==> src/rtl/writeback_register_file.sv <==
// Writeback-stage architectural register file for the 5-stage ARM core.
// Commits the MEM/WB bundle (data write plus optional link write to R14) and
// serves two combinational decode read ports. Each read port bypasses the value
// being committed on the current edge. R15 always reads as pcPlus8 and is never
// written. A write aimed at R15 raises a one-cycle pcWriteAttempt flag instead
// of changing any register. A saturating counter records how many edges
// committed at least one register.
module writeback_register_file #(
  parameter int DATA_WIDTH = 32,
  parameter int ADDR_WIDTH = 4,
  parameter int LINK_REG   = 14,
  parameter int PC_REG     = 15,
  parameter int CNT_WIDTH  = 16
) (
  input  logic                  clk,
  input  logic                  reset,
  input  logic                  writebackEnable_WB,
  input  logic                  linkBit_WB,
  input  logic [ADDR_WIDTH-1:0] rd_WB,
  input  logic [DATA_WIDTH-1:0] writeData_WB,
  input  logic [DATA_WIDTH-1:0] linkAddr_WB,
  input  logic [DATA_WIDTH-1:0] pcPlus8,
  input  logic [ADDR_WIDTH-1:0] rn_addr,
  input  logic [ADDR_WIDTH-1:0] rm_addr,
  output logic [DATA_WIDTH-1:0] rn_data,
  output logic [DATA_WIDTH-1:0] rm_data,
  output logic                  pcWriteAttempt,
  output logic [CNT_WIDTH-1:0]  writeCount
);

  localparam int                  NUM_REGS = 2 ** ADDR_WIDTH;
  localparam logic [ADDR_WIDTH-1:0] LINK_IDX = ADDR_WIDTH'(LINK_REG);
  localparam logic [ADDR_WIDTH-1:0] PC_IDX   = ADDR_WIDTH'(PC_REG);
  localparam logic [CNT_WIDTH-1:0]  CNT_MAX  = '1;

  logic [DATA_WIDTH-1:0] regs_q [NUM_REGS];
  logic [DATA_WIDTH-1:0] regs_d [NUM_REGS];
  logic                  pc_attempt_q, pc_attempt_d;
  logic [CNT_WIDTH-1:0]  count_q, count_d;

  // Qualified write strobes shared by the commit path and the bypass path, so
  // a bypassed value is always exactly what the edge will commit.
  logic data_wr;      // data write that will actually land in the file
  logic link_wr;      // link write to R14
  logic bypass_ok;    // bypass is suppressed while reset is held

  // Decode the writeback bundle into the writes this edge will perform.
  always_comb begin
    link_wr   = linkBit_WB;
    // The link write owns R14, so a data write to R14 in the same edge drops.
    data_wr   = writebackEnable_WB && (rd_WB != PC_IDX) &&
                !(linkBit_WB && (rd_WB == LINK_IDX));
    bypass_ok = reset;
  end

  // Next register file contents, PC-write flag and saturating commit counter.
  always_comb begin
    // NOTE: every always_comb output gets a default first so no path can
    // leave it unassigned and infer a latch.
    regs_d       = regs_q;
    pc_attempt_d = writebackEnable_WB && (rd_WB == PC_IDX);
    count_d      = count_q;

    if (data_wr) begin
      regs_d[rd_WB] = writeData_WB;
    end
    if (link_wr) begin
      regs_d[LINK_IDX] = linkAddr_WB;
    end

    // Dual writes on one edge count once; PC-only attempts do not count.
    if ((data_wr || link_wr) && (count_q != CNT_MAX)) begin
      count_d = count_q + 1'b1;
    end
  end

  // State registers with asynchronous active-low clear.
  always_ff @(posedge clk or negedge reset) begin
    if (!reset) begin
      // NOTE: the register array is architecturally cleared on reset, so it
      // is built from resettable flops rather than an unreset RAM macro.
      for (int i = 0; i < NUM_REGS; i++) begin
        regs_q[i] <= '0;
      end
      pc_attempt_q <= 1'b0;
      count_q      <= '0;
    end else begin
      // NOTE: sequential state uses non-blocking assignment so every flop
      // samples its pre-edge input regardless of statement order.
      regs_q       <= regs_d;
      pc_attempt_q <= pc_attempt_d;
      count_q      <= count_d;
    end
  end

  // Read port A: PC, then link bypass, then data bypass, then stored value.
  always_comb begin
    rn_data = regs_q[rn_addr];
    if (rn_addr == PC_IDX) begin
      rn_data = pcPlus8;
    end else if (bypass_ok && link_wr && (rn_addr == LINK_IDX)) begin
      rn_data = linkAddr_WB;
    end else if (bypass_ok && data_wr && (rn_addr == rd_WB)) begin
      rn_data = writeData_WB;
    end
  end

  // Read port B: same priority as port A, fully independent.
  always_comb begin
    rm_data = regs_q[rm_addr];
    if (rm_addr == PC_IDX) begin
      rm_data = pcPlus8;
    end else if (bypass_ok && link_wr && (rm_addr == LINK_IDX)) begin
      rm_data = linkAddr_WB;
    end else if (bypass_ok && data_wr && (rm_addr == rd_WB)) begin
      rm_data = writeData_WB;
    end
  end

  assign pcWriteAttempt = pc_attempt_q;
  assign writeCount     = count_q;

endmodule

==> config.mk <==
export PLATFORM = sky130hd
export DESIGN_NAME = writeback_register_file
export DESIGN_NICKNAME = d
export VERILOG_FILES = /design/src/rtl/writeback_register_file.sv
export SDC_FILE = /design/constraint.sdc
export NUM_CORES = 1
export LEC_CHECK = 0
export CORE_UTILIZATION = 59
export DETAILED_ROUTE_END_ITERATION = 8
export PLACE_DENSITY = 0.8
export RECOVER_POWER = 100
export SYNTH_ARGS = -nofsm -noshare
export SYNTH_HDL_FRONTEND = slang
export SYNTH_SLANG_ARGS = --single-unit
==> constraint.sdc <==
create_clock -name clk -period 5.97 [get_ports clk]
set_input_delay 1.194 -clock clk [delete_from_list [all_inputs] [get_ports clk]]
set_output_delay 1.194 -clock clk [all_outputs]
set_load 0.02 [all_outputs]
# == Word level (Yosys, flattened, before mapping) ==
# Index checks and enable logic that the tools add are counted.
# word_totals
inputBits,112
reg_bits,529
output_inout_bits,81
elab_cells,68
# classes
n_bitwise,3
reduce_logical,15
n_eq_ne,10
order_cmp,4
mux,17
addsub,1
# op_table
cell,count
512-bit bitwise mux,1
32-bit 2-to-1 mux,12
32-bit binary-select mux with 4-bit select,2
32-bit demux with 4-bit select,1
64-bit 2-to-1 mux,1
"4-bit equality test, second input constant",6
"16-bit by 1-bit adder with 16-bit output, second input constant",1
"16-bit != test, second input constant",1
"5-bit >= comparator, second input constant",3
4-bit NOT with 5-bit output,3
1-bit logical AND,12
4-bit equality test,2
"5-bit by 1-bit < comparator with 1-bit output, second input constant",1
"4-bit != test, second input constant",1
2-bit nonzero test,1
1-bit zero test,1
1-bit logical OR,1

# == Logic depth before layout (Yosys ltp) ==
# logic_depth
ltp_word,9
depth_mapped,8
mapped_depth_nobuf,4

# == Least setup slack after synthesis ==
# OpenSTA, ideal clock, no wires.
# synth_timing
path_type,in2out
from,input rm_addr[0]
to,output rm_data[10]
path_stages,7
t_arrival_ns,2.783
n_path_buf,4
path_slack_ns,1.993
required_time_ns,4.776
path_cell_list,buf_2 -> buf_6 -> buf_6 -> nand4b_1 -> clkbuf_1 -> o22ai_1 -> a211oi_1
# synth_between
elab_chain_cells,7
elab_cells_between_ends,12
cone_classes,eq/ne (3); mux (6); bitwise (1); reduce/logical (2)
# synth_rtl
element,line,text
"start, declared",24,"input logic [ADDR_WIDTH-1:0] rm_addr,"
4-bit NOT with 5-bit output (not written as such),110,rm_data = regs_q[rm_addr];
32-bit binary-select mux with 4-bit select,110,
32-bit 2-to-1 mux (not written as such) (2 in a row),110,
32-bit 2-to-1 mux,115,end else if (bypass_ok && data_wr && (rm_addr == rd_WB)) begin
32-bit 2-to-1 mux,113,end else if (bypass_ok && link_wr && (rm_addr == LINK_IDX)) begin
32-bit 2-to-1 mux (*),111,if (rm_addr == PC_IDX) begin
"end, declared",26,"output logic [DATA_WIDTH-1:0] rm_data,"
# Mark *: on every way between the ends. The rest lies on a longest branch, timed or not. The select of a mux whose other input is x is not followed.

# == Worst setup path in the final report ==
# layout_timing
from,input rd_WB[1]
to,output rn_data[3]
# layout_between
elab_chain_cells,9
elab_cells_between_ends,12
cone_classes,eq/ne (3); mux (3); reduce/logical (6)
# layout_rtl
element,line,text
"start, declared",19,"input logic [ADDR_WIDTH-1:0] rd_WB,"
4-bit equality test,52,!(linkBit_WB && (rd_WB == LINK_IDX));
1-bit logical AND,52,
1-bit zero test,52,
1-bit logical AND,51,data_wr = writebackEnable_WB && (rd_WB != PC_IDX) &&
1-bit logical AND,103,end else if (bypass_ok && data_wr && (rn_addr == rd_WB)) begin
1-bit logical AND (*),103,
32-bit 2-to-1 mux (*),103,
32-bit 2-to-1 mux (*),101,end else if (bypass_ok && link_wr && (rn_addr == LINK_IDX)) begin
32-bit 2-to-1 mux (*),99,if (rn_addr == PC_IDX) begin
"end, declared",25,"output logic [DATA_WIDTH-1:0] rn_data,"
# Mark *: on every way between the ends. The rest lies on a longest branch, timed or not.

==> summary.md <==
- multiplexers — main combinational cell family by area after synthesis
- 0.905 — GP Congestion
- 33800 um2 — final std cell area, no fill
- 256 uV — Worst VDD drop
- 8.16 mW — internal portion of total power
- dlygate4sd3_1, o2111ai_1, nand3_4, o22a_2, a31oi_1, dlygate4sd3_1 — cell breakdown of the critical path
- 29700 um2 — Synth Cell Area
- 0.322 — clock network fraction of design power
- 81 — Rows
- 3.34 mW — net switching power figure
- writeCount[0] — startpoint of the lowest-slack register-to-register path
- 54300 um — hpwl dp
- 0 — EDFF count, synth
- 0 ns — final-layout setup total negative slack
- 0 — antenna-violating nets left
- 0 — Final Hold Violating Endpoints
- 2211 — Gate Count Post-Synth
- 529 — count of clock tree sinks
- 5 — number of antenna violations at the first check in global routing
- 32 — biggest fanout along the worst timing path
- 0 — total of warnings raised by yosys
- 0.391 ns — Hold Worst Slack
- primary input — kind of start point of the critical path
- 1.00 — Async S/R FF share, synth
- 0.0820 — area fraction in compound gates after synthesis
- 5.52 ns — post-layout minimum cycle time
- 2 — number of H-tree branching levels
- 0.00679 — post-synthesis xor/xnor area fraction
- 32000 um2 — total cell area at the placement stage
- clkbuf_16 — clock root buffer
- 193 — number of top-level pins
- 226 um — width of the die
- 48 — distinct cell type count of the synthesized netlist
- 192 — number of input and output port buffers inserted
- 30.3 um — detailed-route wire length per cell
- 0.925 — Final Cycle Share
- 2381 — number of nets at the end of the flow
- 0.000422 — adder-cell area share of the yosys netlist
- 25 — Max Cap Violations
- dfrtp_1, mux2_2, mux4_2 — leading post-synthesis cells by cell area
- 0.363 — GRT Total Usage
- 0 — GR Overflow Total
- 2324 — Mapped Nets
- 2 — Critical path buffers and inverters
- 0 — number of hold buffers added after cts
- 21.6k — number of vias in the routed layout
- 845 — Max Transition Viols Final
- 0.89 ns — delay contributed by the slowest stage of the critical path
- 0 — # setup viols final
- 0.602 — Initial Utilization
- 51200 um2 — die footprint
- -1.40 — Slew headroom
- rd_WB[1] — critical path launch point
- 0.0163 ns — skew final
- 4.78 ns — Worst EP required
- writeCount[1] — end of the worst register-to-register path
- 226 um — Die Y-Extent
- dfrtp_1 — most common flop cell mapped by yosys
- 7 — TritonRoute pass-1 iters
- 49300 um2 — core outline area
- 22.3k — number of global-route vias before repair
- 0 — post_cts resized
- 2409 — violation count after the first detailed-route iteration
- 0.06 ns — register clock-pin slew on the reported worst setup and hold paths
- 340 nW/um2 — total power per unit cell area
- dlygate4sd3_1 — dominant cell type by count on the critical path
- 138000 um — global-route wire length before repair
- 3.94 ns — R2R setup slack
- 2875 — instance count after placement with tap cells included
- 14.0 nW — leakage power figure
- 0.446 — top-area cell type share of the netlist area
- built — TritonCTS clock tree
- capacitance limit, slew limit — failing checks
- 6 — Crit path depth
- in2out — crit path kind
- dfrtp_1 — library cell occupying the most area in the post-synthesis netlist
- 176 — pin count of the biggest net entering global routing
- 4.33 ns — worst path arrival time
- 55 — Num CTS Buffers
- 0.434 — share of total power in sequential cells
- 0 — # DRC
- o22a_2 — cell with the largest stage delay on the worst path
- 0.244 — Logic pwr share
- 14.0% — area grow syn2layout
- 3396 — fillcell total
- 0.290 — switching part of the total power
- primary output — Setup crit end kind
- 3.60 ns — slew at the pin with the worst max-slew slack
- 0.372 — layout cells sized above 1
- 181 MHz — top achievable clock speed
- 0.62 ns — clock latency at the later pin of the worst-skew pair
- 529 — number of storage elements in the synthesis netlist
- 90500 um — final routed wirelength across all metal layers
- reg2reg — worst min path class
- 0.385 — portion of netlist area occupied by mux cells
- complete, but fails checks — outcome
- 0.0313 — simple-gate portion of the synthesized area
- 13.4 um2 — Avg Synthesized Cell Area
- rn_data[3] — capturing element of the worst setup path
- false — RSZ-0062 raised after global routing
- 0.446 — sequential element share of the synthesized area
- 2982 — fin cells
- 3 — Max Buffers Root-to-Sink
- 0 — buffer count from post-CTS setup fixing
- 7.23 — via-per-instance ratio
- buffers and inverters — Largest delay share family, worst path
- 4 — r2r worst-path depth
## routing by layer
metal,track usage,wire length (um),up-vias
met5,0,29,-
met4,0.180,4200,4
met3,0.0896,8910,304
met2,0.565,43400,1358
met1,0.478,33900,11300
li1,-,-,8625
## worst min-delay path by stage
stage / startpoint / endpoint / depth (start not counted)
floorplan: regs_q[0] / regs_q[0] / 1
global placement: regs_q[17] / regs_q[17] / 0
detailed placement: regs_q[22] / regs_q[22] / 0
CTS: regs_q[15] / regs_q[15] / 0
global route: regs_q[15] / regs_q[15] / 0
finish: regs_q[15] / regs_q[15] / 0
## cell type report
type | instances | area [um2] | area share
antenna | 4 | 10.0 | 0.000296
tap | 664 | 831 | 0.0246
clock buffer | 70 | 1510 | 0.0448
inverter | 64 | 240 | 0.00711
multi-input combinational | 1358 | 15100 | 0.446
clock inverter | 33 | 434 | 0.0128
sequential | 529 | 13200 | 0.392
timing repair buffer | 260 | 2460 | 0.0729
## cells in the mapped netlist (2+ instances only)
library cell and count:
inv_1 64, a32oi_1 32, nor3_1 34, mux2_2 475, xnor2_1 18, nand2b_1 4
nor4_1 3, nand2_1 70, nand4_1 7, buf_6 4, clkbuf_1 153, dfrtp_1 529
and2_1 5, xor2_1 5, mux4_2 224, or3_1 2, a221oi_1 32, and3_1 6
and4_1 4, a21o_1 2, mux2_1 6, buf_2 73, o21ai_0 46, o21ai_1 19
nand3_1 8, a31oi_1 32, nor2b_1 4, a22o_1 64, mux2i_1 96, nand3b_1 3
buf_4 21, buf_1 8, a21oi_1 2, o211ai_1 6, o22ai_1 32, nor2_1 44
a211oi_1 32, o31ai_1 32
## flip-flops by register name, summed over array words and instances (netlist names)
register / flops
writeCount: 16
pcWriteAttempt: 1
regs_q: 512
## cells by family (layout without fill, tap and decap cells)
kind of cell	Yosys count	in the layout
and+or+nand+nor	198	198
buffers and inverters	324	427
muxes	801	801
other	0	4
adders and majority gates	1	1
AOI/OAI and AO/OA	335	335
xor gates and xnor gates	23	23
DFF	529	529
## worst reg2reg max path: stages (launching register included)
cell     delay [ns]
dfrtp_1        0.48
ha_1           0.26
nand3_1        0.35
o21ai_0        0.45
mux2_2         0.37
## power groups by stage
stage	logic [mW]	registers (mW)	clock network, mW
after global routing	2.98	5.06	3.87
after global placement	2.74	4.93	0
after detailed placement	2.83	5.00	0
after floorplan	2.00	4.80	0
after CTS	2.86	4.95	3.73
final	2.81	4.99	3.70
## layout by cell type, fill, tap and decap left out, types with 18 or more instances in the layout
| cell | synthesis | final |
|---|---|---|
| dlygate4sd3_1 | 0 | 85 |
| o22ai_1 | 32 | 32 |
| dfrtp_1 | 529 | 529 |
| clkbuf_1 | 153 | 28 |
| mux2_2 | 475 | 472 |
| o21ai_0 | 46 | 62 |
| a221oi_1 | 32 | 32 |
| a31oi_1 | 32 | 32 |
| mux4_2 | 224 | 224 |
| xnor2_1 | 18 | 18 |
| clkdlybuf4s50_1 | 0 | 99 |
| buf_4 | 21 | 37 |
| clkbuf_16 | 0 | 56 |
| a32oi_1 | 32 | 32 |
| mux2i_1 | 96 | 96 |
| nor2_1 | 44 | 43 |
| nand2_1 | 70 | 69 |
| a211oi_1 | 32 | 32 |
| nor3_1 | 34 | 34 |
| inv_1 | 64 | 64 |
| o31ai_1 | 32 | 32 |
| a22o_1 | 64 | 64 |
## through the flow
stage,util,total power [mW],worst slack (ns)
after global placement,0.650,7.67,0.832
after global routing,0.686,11.9,0.386
after floorplan,-,6.80,1.99
final,0.686,11.5,0.450
after CTS,0.689,11.5,0.717
after detailed placement,0.650,7.83,0.717
(Power assumes the default switching activity.)
